<file path="src/rtl/fp_mantissa_align.sv">
// Exponent compare + smaller-significand right shift with guard/round/sticky; result held until out_ready.
// Latency 1 + shift cycles. `ALIGN_FAST_SHIFT_EN moves up to 4 bits per SHIFT cycle instead of 1.
module fp_mantissa_align #(
   parameter int MAX_SHIFT = 56
) (
   input  logic        clk,
   input  logic        reset,
   input  logic        in_valid,
   output logic        in_ready,
   input  logic [10:0] expA,
   input  logic [10:0] expB,
   input  logic [52:0] manA,
   input  logic [52:0] manB,
   output logic        out_valid,
   input  logic        out_ready,
   output logic [10:0] exp_out,
   output logic [52:0] man_big,
   output logic [55:0] man_small,
   output logic        swapped
);
   localparam int               CNT_W        = $clog2(MAX_SHIFT + 1);
   localparam logic [11:0]      MAX_SHIFT_12 = 12'(MAX_SHIFT);
   localparam logic [CNT_W-1:0] MAX_CNT      = CNT_W'(MAX_SHIFT);

   typedef enum logic [1:0] {IDLE = 2'd0, SHIFT = 2'd1, DONE = 2'd2} state_t;

   state_t           state_q, state_d;
   logic [10:0]      exp_out_q, exp_out_d;
   logic [52:0]      man_big_q, man_big_d;
   logic [55:0]      man_small_q, man_small_d;
   logic             swapped_q, swapped_d;
   logic [CNT_W-1:0] count_q, count_d;

   logic             in_swap;
   logic [11:0]      exp_diff;
   logic [CNT_W-1:0] in_count;
   logic [CNT_W-1:0] step;

   // Tie goes to A, so swapped only on a strict B > A.
   always_comb begin
      in_swap  = expB > expA;
      exp_diff = in_swap ? ({1'b0, expB} - {1'b0, expA}) : ({1'b0, expA} - {1'b0, expB});
      in_count = (exp_diff > MAX_SHIFT_12) ? MAX_CNT : exp_diff[CNT_W-1:0];
   end

   always_comb begin
      state_d     = state_q;
      exp_out_d   = exp_out_q;
      man_big_d   = man_big_q;
      man_small_d = man_small_q;
      swapped_d   = swapped_q;
      count_d     = count_q;
      step        = '0;
      case (state_q)
         IDLE: begin
            if (in_valid) begin
               swapped_d   = in_swap;
               exp_out_d   = in_swap ? expB : expA;
               man_big_d   = in_swap ? manB : manA;
               man_small_d = {(in_swap ? manA : manB), 3'b000};
               count_d     = in_count;
               state_d     = (in_count == '0) ? DONE : SHIFT;
            end
         end
         SHIFT: begin
            // Bit 0 is sticky: it absorbs every bit shifted past it.
`ifdef ALIGN_FAST_SHIFT_EN
            step = (count_q > CNT_W'(4)) ? CNT_W'(4) : count_q;
            case (step)
               CNT_W'(1): man_small_d = {1'b0, man_small_q[55:2], |man_small_q[1:0]};
               CNT_W'(2): man_small_d = {2'b0, man_small_q[55:3], |man_small_q[2:0]};
               CNT_W'(3): man_small_d = {3'b0, man_small_q[55:4], |man_small_q[3:0]};
               default:   man_small_d = {4'b0, man_small_q[55:5], |man_small_q[4:0]};
            endcase
`else
            step        = CNT_W'(1);
            man_small_d = {1'b0, man_small_q[55:2], |man_small_q[1:0]};
`endif
            count_d = count_q - step;
            if (count_d == '0) begin
               state_d = DONE;
            end
         end
         DONE: begin
            if (out_ready) begin
               state_d = IDLE;
            end
         end
         default: state_d = IDLE;
      endcase
   end

   always_ff @(posedge clk) begin
      if (reset) begin
         state_q     <= IDLE;
         exp_out_q   <= '0;
         man_big_q   <= '0;
         man_small_q <= '0;
         swapped_q   <= 1'b0;
         count_q     <= '0;
      end else begin
         state_q     <= state_d;
         exp_out_q   <= exp_out_d;
         man_big_q   <= man_big_d;
         man_small_q <= man_small_d;
         swapped_q   <= swapped_d;
         count_q     <= count_d;
      end
   end

   assign in_ready  = (state_q == IDLE);
   assign out_valid = (state_q == DONE);
   assign exp_out   = exp_out_q;
   assign man_big   = man_big_q;
   assign man_small = man_small_q;
   assign swapped   = swapped_q;
endmodule

</file>
<file path="config.mk">
export PLATFORM = sky130hd
export DESIGN_NAME = fp_mantissa_align
export DESIGN_NICKNAME = d
export VERILOG_FILES = /design/src/rtl/fp_mantissa_align.sv
export SDC_FILE = /design/constraint.sdc
export NUM_CORES = 1
export LEC_CHECK = 0
export ABC_AREA = 1
export CAP_MARGIN = 20
export CORE_ASPECT_RATIO = 1.1
export CORE_MARGIN = 1
export CORE_UTILIZATION = 43
export CTS_BUF_LIST = sky130_fd_sc_hd__clkbuf_4
export CTS_CLUSTER_DIAMETER = 200
export DETAILED_ROUTE_END_ITERATION = 10
export GPL_ROUTABILITY_DRIVEN = 0
export PLACE_DENSITY = 0.9
export SKIP_LAST_GASP = 1
export SYNTH_ARGS = -nofsm -noshare
export SYNTH_HDL_FRONTEND = slang
export SYNTH_SLANG_ARGS = --single-unit
</file>
<file path="constraint.sdc">
create_clock -name clk -period 2.9 [get_ports clk]
set_clock_uncertainty 0.2 [all_clocks]
set_input_delay 0.725 -clock clk [delete_from_list [all_inputs] [get_ports clk]]
set_output_delay 0.725 -clock clk [all_outputs]
set_load 0.05 [all_outputs]
</file>
==> metrics.txt, run 1 <==
num rows=50; Core Area=0.0170 mm²; global-route wire length before repair=40800 µm; multi-input logic area=0.00442 mm²; initial antenna violation count=1; internal power=4550 µW; power per cell area=769 mW/mm²; Max IR drop VDD=0.367 mV; vias in the first global route=8568; relative slew slack=54.4%; NetSw=4180 µW; FF/Latch Area=0.00258 mm²; Synth Register Bits=129; Main synth FF type=dfxtp_1; combinational power share=55.6%; asr flop ratio synth=0%; final setup margin=-0.0312 ns; cts bufs inserted=17; maximum clock rate=0.341 GHz; commonest cells in the netlist=244 x nand2_1, 151 x nor2_1, 129 x dfxtp_1; CTS tree=done; Critical Path AT=3.16 ns; Max Slew Vio Count=0; synth warn=0; R2R cell count=8; number of failing hold endpoints at the final stage=0; Worst Tran Pin Value=0.684 ns; Clock Power Share=15.1%; Routed WL per cell=15.9 µm; Port Buffers=254; Avg Inst Size Synth=6.81 µm²; Leak=0.00478 µW; CP Data Required Time=3.13 ns; Final Hold Slack=0.287 ns; Area Growth Syn to Fin=52.3%; Max Root-Sink Buffers=2; Overflow after GRT=0; post-synthesis instance total=1094; Reg power frac=29.2%; DRC=0; syn_nets=1252; number of detailed-route iterations in the first pass=5; largest net degree at the start of global routing=63; post-layout minimum cycle time=2.93 ns; Synth area leader=dfxtp_1; TritonCTS Sinks=129; via count of the routed design=8997; post-route clock period utilization=101%; max_cap viols=0; crit-path max FO=8; Worst-path clk slew=0.11 ns; CP startpoint kind=input port; WHS Path Cells=2; Worst Hold Class=flop to flop; Final nets=1553; die width=127 µm; post-DR vias/cell=5.48; die height=140 µm; Post-synth EDFFs=0; kind of critical path=input port to flop; CP Capture Type=flop; DRT Wirelength=26100 µm; 1st-iter DRT viols=806; die area=0.0179 mm²; Detail Route Antenna Nets=0; final core occ=66.9%; # fillers=1370; worst-skew pair later-pin latency=0.54 ns; sequential element share of the synthesized area=34.7%; # IOs=255; layout cells sized above 1=14.0%; outcome=complete, but fails checks; GRT Util Overall=28.4%; placed wire-length estimate=18700 µm; Root Buffer=clkbuf_4; most area-consuming cells after synthesis=dfxtp_1 35%, nand2_1 12%, nor2_1 7.6%, nand3_1 7.2%, o31ai_1 6.6%; Tot Pwr=8720 µW; Yosys top cell area share=34.7%; most common cell in the netlist=nand2_1; failing checks=negative setup slack; H-Tree Level Count=4; Initial Util=43.9%; post-synthesis cell area=0.00745 mm²; Sw Share=47.9%; # setup viols final=1; post-synthesis cell type count=35
==> sequential cells by signal, indices dropped and copies added (netlist names) <==
signal / flops
man_small: 56
exp_out: 11
count_q: 6
swapped: 1
state_q: 2
man_big: 53
==> layer usage <==
layer	GRT usage, %	wire (µm)
met1	32.5	10300
met2	50.3	13200
met3	5.27	1630
met4	14.0	1050
met5	0	0
==> power groups by stage <==
stage,Clock (µW),Combinational [µW],Sequential [µW]
final,1320,4850,2550
after global routing,1430,5150,2600
after CTS,1350,4770,2550
after detailed placement,0,4740,2580
after global placement,0,4650,2570
after floorplan,0,1620,3960
==> per-stage QoR <==
stage,TNS (ns),cell area (µm²),std cells,worst slack [ns]
6_report,-0.0312,11300,1643,-0.0312
3_5_place_dp,-67.21,10800,1603,-0.672
3_3_place_gp,-51.27,10800,1603,-0.532
4_1_cts,0,11100,1638,0.000703
2_1_floorplan,0,7450,1094,0.0461
5_1_grt,-0.412,11300,1643,-0.115
==> final cells by class <==
class | count | share of cell area (%)
clock buffer | 18 | 1.19
tap | 234 | 2.58
clock inverter | 14 | 1.44
timing repair buffer | 358 | 30.4
antenna | 1 | 0.0221
inverter | 79 | 2.64
sequential | 129 | 22.8
multi-input combinational | 810 | 38.9
==> critical path, cell delays in order <==
cell and delay [ns]:
clkdlybuf4s50_1 0.51, inv_1 0.09, ha_4 0.27, buf_4 0.14, nand2_1 0.08, nor2_1 0.16, nand3_2 0.11, nand2_4 0.15
inv_4 0.06, nand2_1 0.08, nand3_1 0.12, nor2_2 0.19, inv_1 0.07, nand2_2 0.10, nand3_1 0.09, a21oi_1 0.14
nor2_1 0.05
==> final timing paths <==
path | startpoint | to | slack [ns]
hold / removal | man_small[47] | man_small[47] | 0.29
setup reg to reg | state_q[0] | man_small[32] | 0.77
setup / recovery | expA[2] | count_q[5] | -0.03
hold reg to reg | man_small[47] | man_small[47] | 0.29
==> cell usage in the layout, fill, tap and decap left out, drive strengths merged <==
cell type,instances
ha,24
diode,1
inv,80
nand2,253
nand4,8
buf,104
o22ai,1
o21ai,47
dfxtp,129
o211ai,17
o31ai,65
xnor2,5
a31oi,36
nor3,2
o21bai,38
nor2,153
clkinvlp,3
fa,2
nand3,109
a21oi,44
dlygate4sd2,4
clkbuf,18
dlymetal6s2s,4
a21o,1
bufbuf,1
xor2,5
bufinv,3
clkinv,7
clkdlybuf4s50,245
==> kinds of logic after synthesis <==
| family | Yosys count | share of synthesized area (%) |
|---|---|---|
| AO/OA/AOI/OAI | 249 | 21.5 |
| XOR/XNOR | 10 | 1.18 |
| adder cells (fa/ha/maj) | 26 | 4.57 |
| buffers and inverters | 155 | 8.63 |
| flip-flops | 129 | 34.7 |
| AND/OR/NAND/NOR | 525 | 29.4 |
==> what timing repair did <==
| item | in CTS | in global routing |
|---|---|---|
| endpoints found under the setup margin | 36 | 82 |
| gates resized for setup | 9 | 40 |
| pin swaps | 4 | 12 |
| hold buffers | 0 | 0 |
| cloned | 1 | 0 |
| setup buffers | 2 | 4 |
No activity file was read; power rests on OpenSTA's default activity.
==> run 2, diff against run 1 <==
--- a/config.mk
+++ b/config.mk
@@ -7,14 +7,17 @@
 export LEC_CHECK = 0
 export ABC_AREA = 1
 export CAP_MARGIN = 20
+export CELL_PAD_IN_SITES_DETAIL_PLACEMENT = 1
+export CELL_PAD_IN_SITES_GLOBAL_PLACEMENT = 1
 export CORE_ASPECT_RATIO = 1.1
 export CORE_MARGIN = 1
-export CORE_UTILIZATION = 43
+export CORE_UTILIZATION = 29
 export CTS_BUF_LIST = sky130_fd_sc_hd__clkbuf_4
 export CTS_CLUSTER_DIAMETER = 200
 export DETAILED_ROUTE_END_ITERATION = 10
 export GPL_ROUTABILITY_DRIVEN = 0
-export PLACE_DENSITY = 0.9
+export PLACE_DENSITY = 0.89
+export SETUP_SLACK_MARGIN = 0.15
 export SKIP_LAST_GASP = 1
 export SYNTH_ARGS = -nofsm -noshare
 export SYNTH_HDL_FRONTEND = slang
==> run 2 against run 1 <==
The run now ends clean. First-iteration DRC count decreased by 49%. Fmax rose by 3.4%. Routed wire length increased by 23%. Non-clock buffer count is 1 higher. Die area up 47%. Clock power rose by 17%. Largest cell class unchanged.
==> metrics.txt, run 2 (synthesized netlist as in run 1, its figures left out) <==
outcome=finished, final reports clean; # fillers=3132; Max Root-Sink Buffers=2; Crit-path slowest cell=ha_1; Initial Util=29.5%; CP delay by family, top=simple AND/OR/NAND/NOR gates; worst-skew pair later-pin latency=0.54 ns; CTS tree=done; die height=170 µm; H-Tree Level Count=4; Worst-path clk slew=0.13 ns; hold buffers post-CTS=0; number of failing hold endpoints at the final stage=0; CP Launch Point=expB[1]; post-DR vias/cell=5.12; Post-Route Setup TNS=0 ns; Final nets=1555; initial antenna violation count=3; GRT met2 Usage=43.3%; multi-input logic area=0.00456 mm²; via count of the routed design=9023; CP peak stage delay=0.29 ns; post-layout minimum cycle time=2.84 ns; num rows=61; vias in the first global route=9424; Routed WL per cell=18.2 µm; maximum clock rate=0.353 GHz; Core Area=0.0253 mm²; Worst Hold Class=flop to flop; setup slack, reg-to-reg=0.84 ns; Port Buffers=254; Leak=0.00546 µW; cts bufs inserted=17; reg-to-reg startpoint=state_q[0]; gr busiest metal=met2; die width=155 µm; Max Slew Vio Count=0; kind of critical path=input port to flop; # setup viols final=0; final core occ=46.6%; commonest non-fill, non-tap cell in the layout=nand2_1; Final Hold Slack=0.288 ns; max_cap viols=0; die area=0.0263 mm²; Root Buffer=clkbuf_4; CP cell instances=dlygate4sd2_1, buf_6, ha_1, nand2_1, inv_1, nand2_2, nand2_2, nand2_1, nand2_1, nand2_1, nand2_1, nand2_1, inv_1, nor2_1, nand2_1, nand2_2, buf_4, nand3_2, a21oi_2, nor2_1; Detail Route Antenna Nets=0; CP dominant cell by count=nand2_1; DRT Wirelength=32000 µm; GRT Util Overall=23.5%; CP Capture Type=flop; Max IR drop VDD=0.254 mV; CP Data Required Time=3.13 ns; max reg flops=56; crit-path max FO=3; number of detailed-route iterations in the first pass=5; Critical Path AT=3.06 ns; reg2reg end=state_q[0]; CP startpoint kind=input port; CP Buf/Inv Count=5; DRC=0; placed wire-length estimate=22000 µm; met3 Use GR=3.49%; fin area=0.0118 mm²; layout cells sized above 1=16.3%; TritonCTS Sinks=129; Area Growth Syn to Fin=58.2%; most frequent cells in the layout=223 x nand2_1, 191 x clkdlybuf4s50_1, 143 x nor2_1; power per cell area=774 mW/mm²; relative slew slack=51.8%; # IOs=255; R2R cell count=10; global-route wire length before repair=49000 µm; FF/Latch Area=0.00258 mm²; placed inst area=0.0109 mm²; post-route clock period utilization=97.8%; Critical Path Stages=20; RSZ-0062 raised after global routing=false; GR Layer Usage met1=25.8%; 1st-iter DRT viols=415; Worst Tran Pin Value=0.723 ns; CP endpoint=count_q[5]; largest net degree at the start of global routing=65; Overflow after GRT=0
==> run 2: cell count changes in the layout (fill, tap and decap cells not counted), moves of 5 or more <==
cell,change
nand2_2,+9
dlygate4sd2_1,+6
nand2_1,-12
clkinv_2,-5
diode_2,+6
clkdlybuf4s50_1,-54
dlymetal6s2s_1,+43
==> run 2: how the worst min path moves through the flow <==
stage / from / end / cells after the start
global route: expA[0] / exp_out[0] / 3
finish: man_small[2] / man_small[2] / 2
detailed placement: man_small[2] / man_small[2] / 2
global placement: man_small[0] / man_small[0] / 2
floorplan: count_q[3] / count_q[3] / 2
CTS: man_small[2] / man_small[2] / 2
==> run 2: worst min-delay path: stages (launching register included) <==
cell	delay [ns]
dfxtp_1	0.35
nand2_1	0.06
a21oi_1	0.05
==> run 2: metal layers <==
layer | wire (µm) | vias to the layer above
met5 | 0 | -
met4 | 1650 | 0
met3 | 1140 | 100
met2 | 16400 | 267
met1 | 12800 | 4370
li1 | - | 4286
==> run 2: repair_timing <==
action,4_1_cts,5_1_grt
cloned,1,0
pin swaps,20,25
setup endpoints to repair,89,96
setup buffers,4,5
gates resized for setup,54,91
==> run 2: through the flow <==
step	worst slack (ns)	total power, µW	std cells
floorplan	0.150	5590	1094
global placement	-0.493	7350	1714
detailed placement	-0.618	7470	1714
CTS	0.150	9090	1751
global route	0.0268	9590	1763
finish	0.0646	9120	1763
==> run 2: cell type report <==
| type | instances | area share [%] |
|---|---|---|
| well taps | 346 | 3.67 |
| diodes | 7 | 0.149 |
| repair buffers | 359 | 30.0 |
| inverters | 79 | 2.58 |
| clock inverters | 15 | 1.87 |
| clock buffers | 17 | 1.08 |
| multi-input cells | 811 | 38.7 |
| flip-flops and latches | 129 | 21.9 |
==> run 2: power by group <==
| part | leakage, µW | switching (µW) | total (µW) | internal (µW) |
|---|---|---|---|---|
| combinational | 0.00422 | 3300 | 5040 | 1730 |
| clock | 0.000176 | 829 | 1540 | 715 |
| sequential | 0.00106 | 317 | 2540 | 2230 |
| total | 0.00546 | 4450 | 9120 | 4670 |
==> run 3, diff against run 2 <==
--- a/config.mk
+++ b/config.mk
@@ -22,3 +22,4 @@
 export SYNTH_ARGS = -nofsm -noshare
 export SYNTH_HDL_FRONTEND = slang
 export SYNTH_SLANG_ARGS = --single-unit
+export TNS_END_PERCENT = 50
==> run 3 against run 2 <==
Final area shrank 0.45%. Critical endpoint unchanged. Clock power about the same. Die area is the same. Power grew 0.35%. Sequential share of layout area increased by 0.098 points. First-iteration DRC count grew 9.6%.
==> metrics.txt, run 3 (synthesized netlist as in run 1, its figures left out) <==
outcome=finished, final reports clean; Critical Path AT=3.00 ns; # setup viols final=0; reg-to-reg startpoint=state_q[0]; max reg flops=56; crit-path max FO=3; via count of the routed design=9095; WHS Path Cells=2; Reg power frac=27.8%; kind of critical path=input port to flop; CTS tree=done; Max Slew Vio Count=0; CP dominant cell by count=nand2_1; R2R cell count=10; CP peak stage delay=0.29 ns; Core Area=0.0253 mm²; Max IR drop VDD=0.252 mV; Routed WL per cell=18.2 µm; combinational power share=55.3%; Area Growth Syn to Fin=57.5%; gr busiest metal=met2; worst-skew pair later-pin latency=0.54 ns; number of failing hold endpoints at the final stage=0; Clock Power Share=16.9%; die area=0.0263 mm²; CP delay by family, top=simple AND/OR/NAND/NOR gates; post-route clock period utilization=95.5%; Overflow after GRT=0; GRT Util Overall=23.5%; NetSw=4460 µW; DRC=0; CP Buf/Inv Count=5; Crit-path slowest cell=ha_1; GRT met2 Usage=43.3%; Post-Route Setup TNS=0 ns; number of detailed-route iterations in the first pass=5; most frequent cells in the layout=223 x nand2_1, 220 x clkdlybuf4s50_1, 143 x nor2_1; relative slew slack=51.7%; Worst Tran Pin Value=0.725 ns; Initial Util=29.5%; H-Tree Level Count=4; global-route wire length before repair=48900 µm; initial antenna violation count=3; Max Root-Sink Buffers=2; # IOs=255; CP startpoint kind=input port; RSZ-0062 raised after global routing=true; fin cells=1763; hold wc startpoint=man_small[2]; internal power=4690 µW; TritonCTS Sinks=129; die height=170 µm; max_cap viols=0; CP cell instances=dlygate4sd2_1, buf_6, ha_1, nand2_1, inv_1, nand2_2, nand2_2, nand2_1, nand2_1, nand2_1, nand2_1, nand2_1, inv_1, nor2_1, nand2_1, nand2_2, buf_4, nand3_2, a21oi_2, nor2_1; Root Buffer=clkbuf_4; Final nets=1555; CP Data Required Time=3.13 ns; largest net degree at the start of global routing=65; cts bufs inserted=17; Detail Route Antenna Nets=0; Sw Share=48.7%; Leak=0.00505 µW; final core occ=46.4%; CP Capture Type=flop; met3 Use GR=3.54%; post-DR vias/cell=5.16; num rows=61; placed wire-length estimate=22000 µm; GR Layer Usage met1=25.8%; DRT Wirelength=32100 µm; layout cells sized above 1=16.3%; die width=155 µm; Critical Path Stages=20; CP Launch Point=expB[1]; post-layout minimum cycle time=2.77 ns; Worst Hold Class=flop to flop; Worst-path clk slew=0.13 ns; vias in the first global route=9417; 1st-iter DRT viols=455; maximum clock rate=0.361 GHz; Port Buffers=254; placed cell count=1714; commonest non-fill, non-tap cell in the layout=nand2_1; power per cell area=780 mW/mm²
run 3: changes by cell type in the layout (fill, tap and decap cells not counted):
cell             delta
clkdlybuf4s50_1    +29
dlymetal6s2s_1     -25
dlygate4sd2_1       -4
nand2_2             -1
nand2_4             +1
run 3: cell type report:
class	instances	area (µm²)
Sequential cell	129	2580
Antenna cell	7	17.5
Tap cell	346	433
Clock inverter	15	220
Timing Repair Buffer	359	3480
Clock buffer	17	128
Fill cell	3139	13500
Multi-Input combinational cell	811	4570
Inverter	79	304
run 3: final timing paths:
kind                        to  slack, ns
setup reg to reg    state_q[0]       0.83
setup / recovery    count_q[5]       0.13
hold reg to reg   man_small[2]       0.29
hold / removal    man_small[2]       0.29
run 3: what timing repair did:
item                                    4_1_cts  5_1_grt
setup buffers                                 4        5
hold buffers                                  0        0
endpoints found under the setup margin       89      104
resized for setup                            50       67
pin swaps                                    20       26
cloned                                        1        0
run 3: worst reg2reg max path, delay by kind of cell, from the launching register on:
family / cells / cell delay [ns]
AND/OR/NAND/NOR: 4 / 0.49
flip-flops: 1 / 0.39
buffers and inverters: 3 / 0.58
AO/OA/AOI/OAI: 3 / 0.36
run 3: metrics by stage:
| stage | hold slack, ns | total power, µW | cell area, µm² | setup slack, ns |
|---|---|---|---|---|
| finish | 0.286 | 9150 | 11700 | 0.129 |
| global route | 0.255 | 9620 | 11700 | 0.0524 |
| CTS | 0.286 | 9100 | 11500 | 0.135 |
| detailed placement | 0.266 | 7470 | 10900 | -0.618 |
| global placement | 0.258 | 7350 | 10900 | -0.493 |
| floorplan | 0.271 | 5590 | 7460 | 0.150 |
run 3: routing by layer:
layer / share of wire (%) / wire length, µm
met1: 40 / 12700
met2: 51 / 16400
met3: 3.8 / 1240
met4: 5.6 / 1810
met5: 0 / 0
run 3: power by group through the flow:
stage          registers (µW)  clock network [µW]  logic [µW]
2_1_floorplan            3960                   0        1630
3_3_place_gp             2570                   0        4780
3_5_place_dp             2580                   0        4890
4_1_cts                  2550                1580        4960
5_1_grt                  2600                1660        5360
6_report                 2550                1550        5060
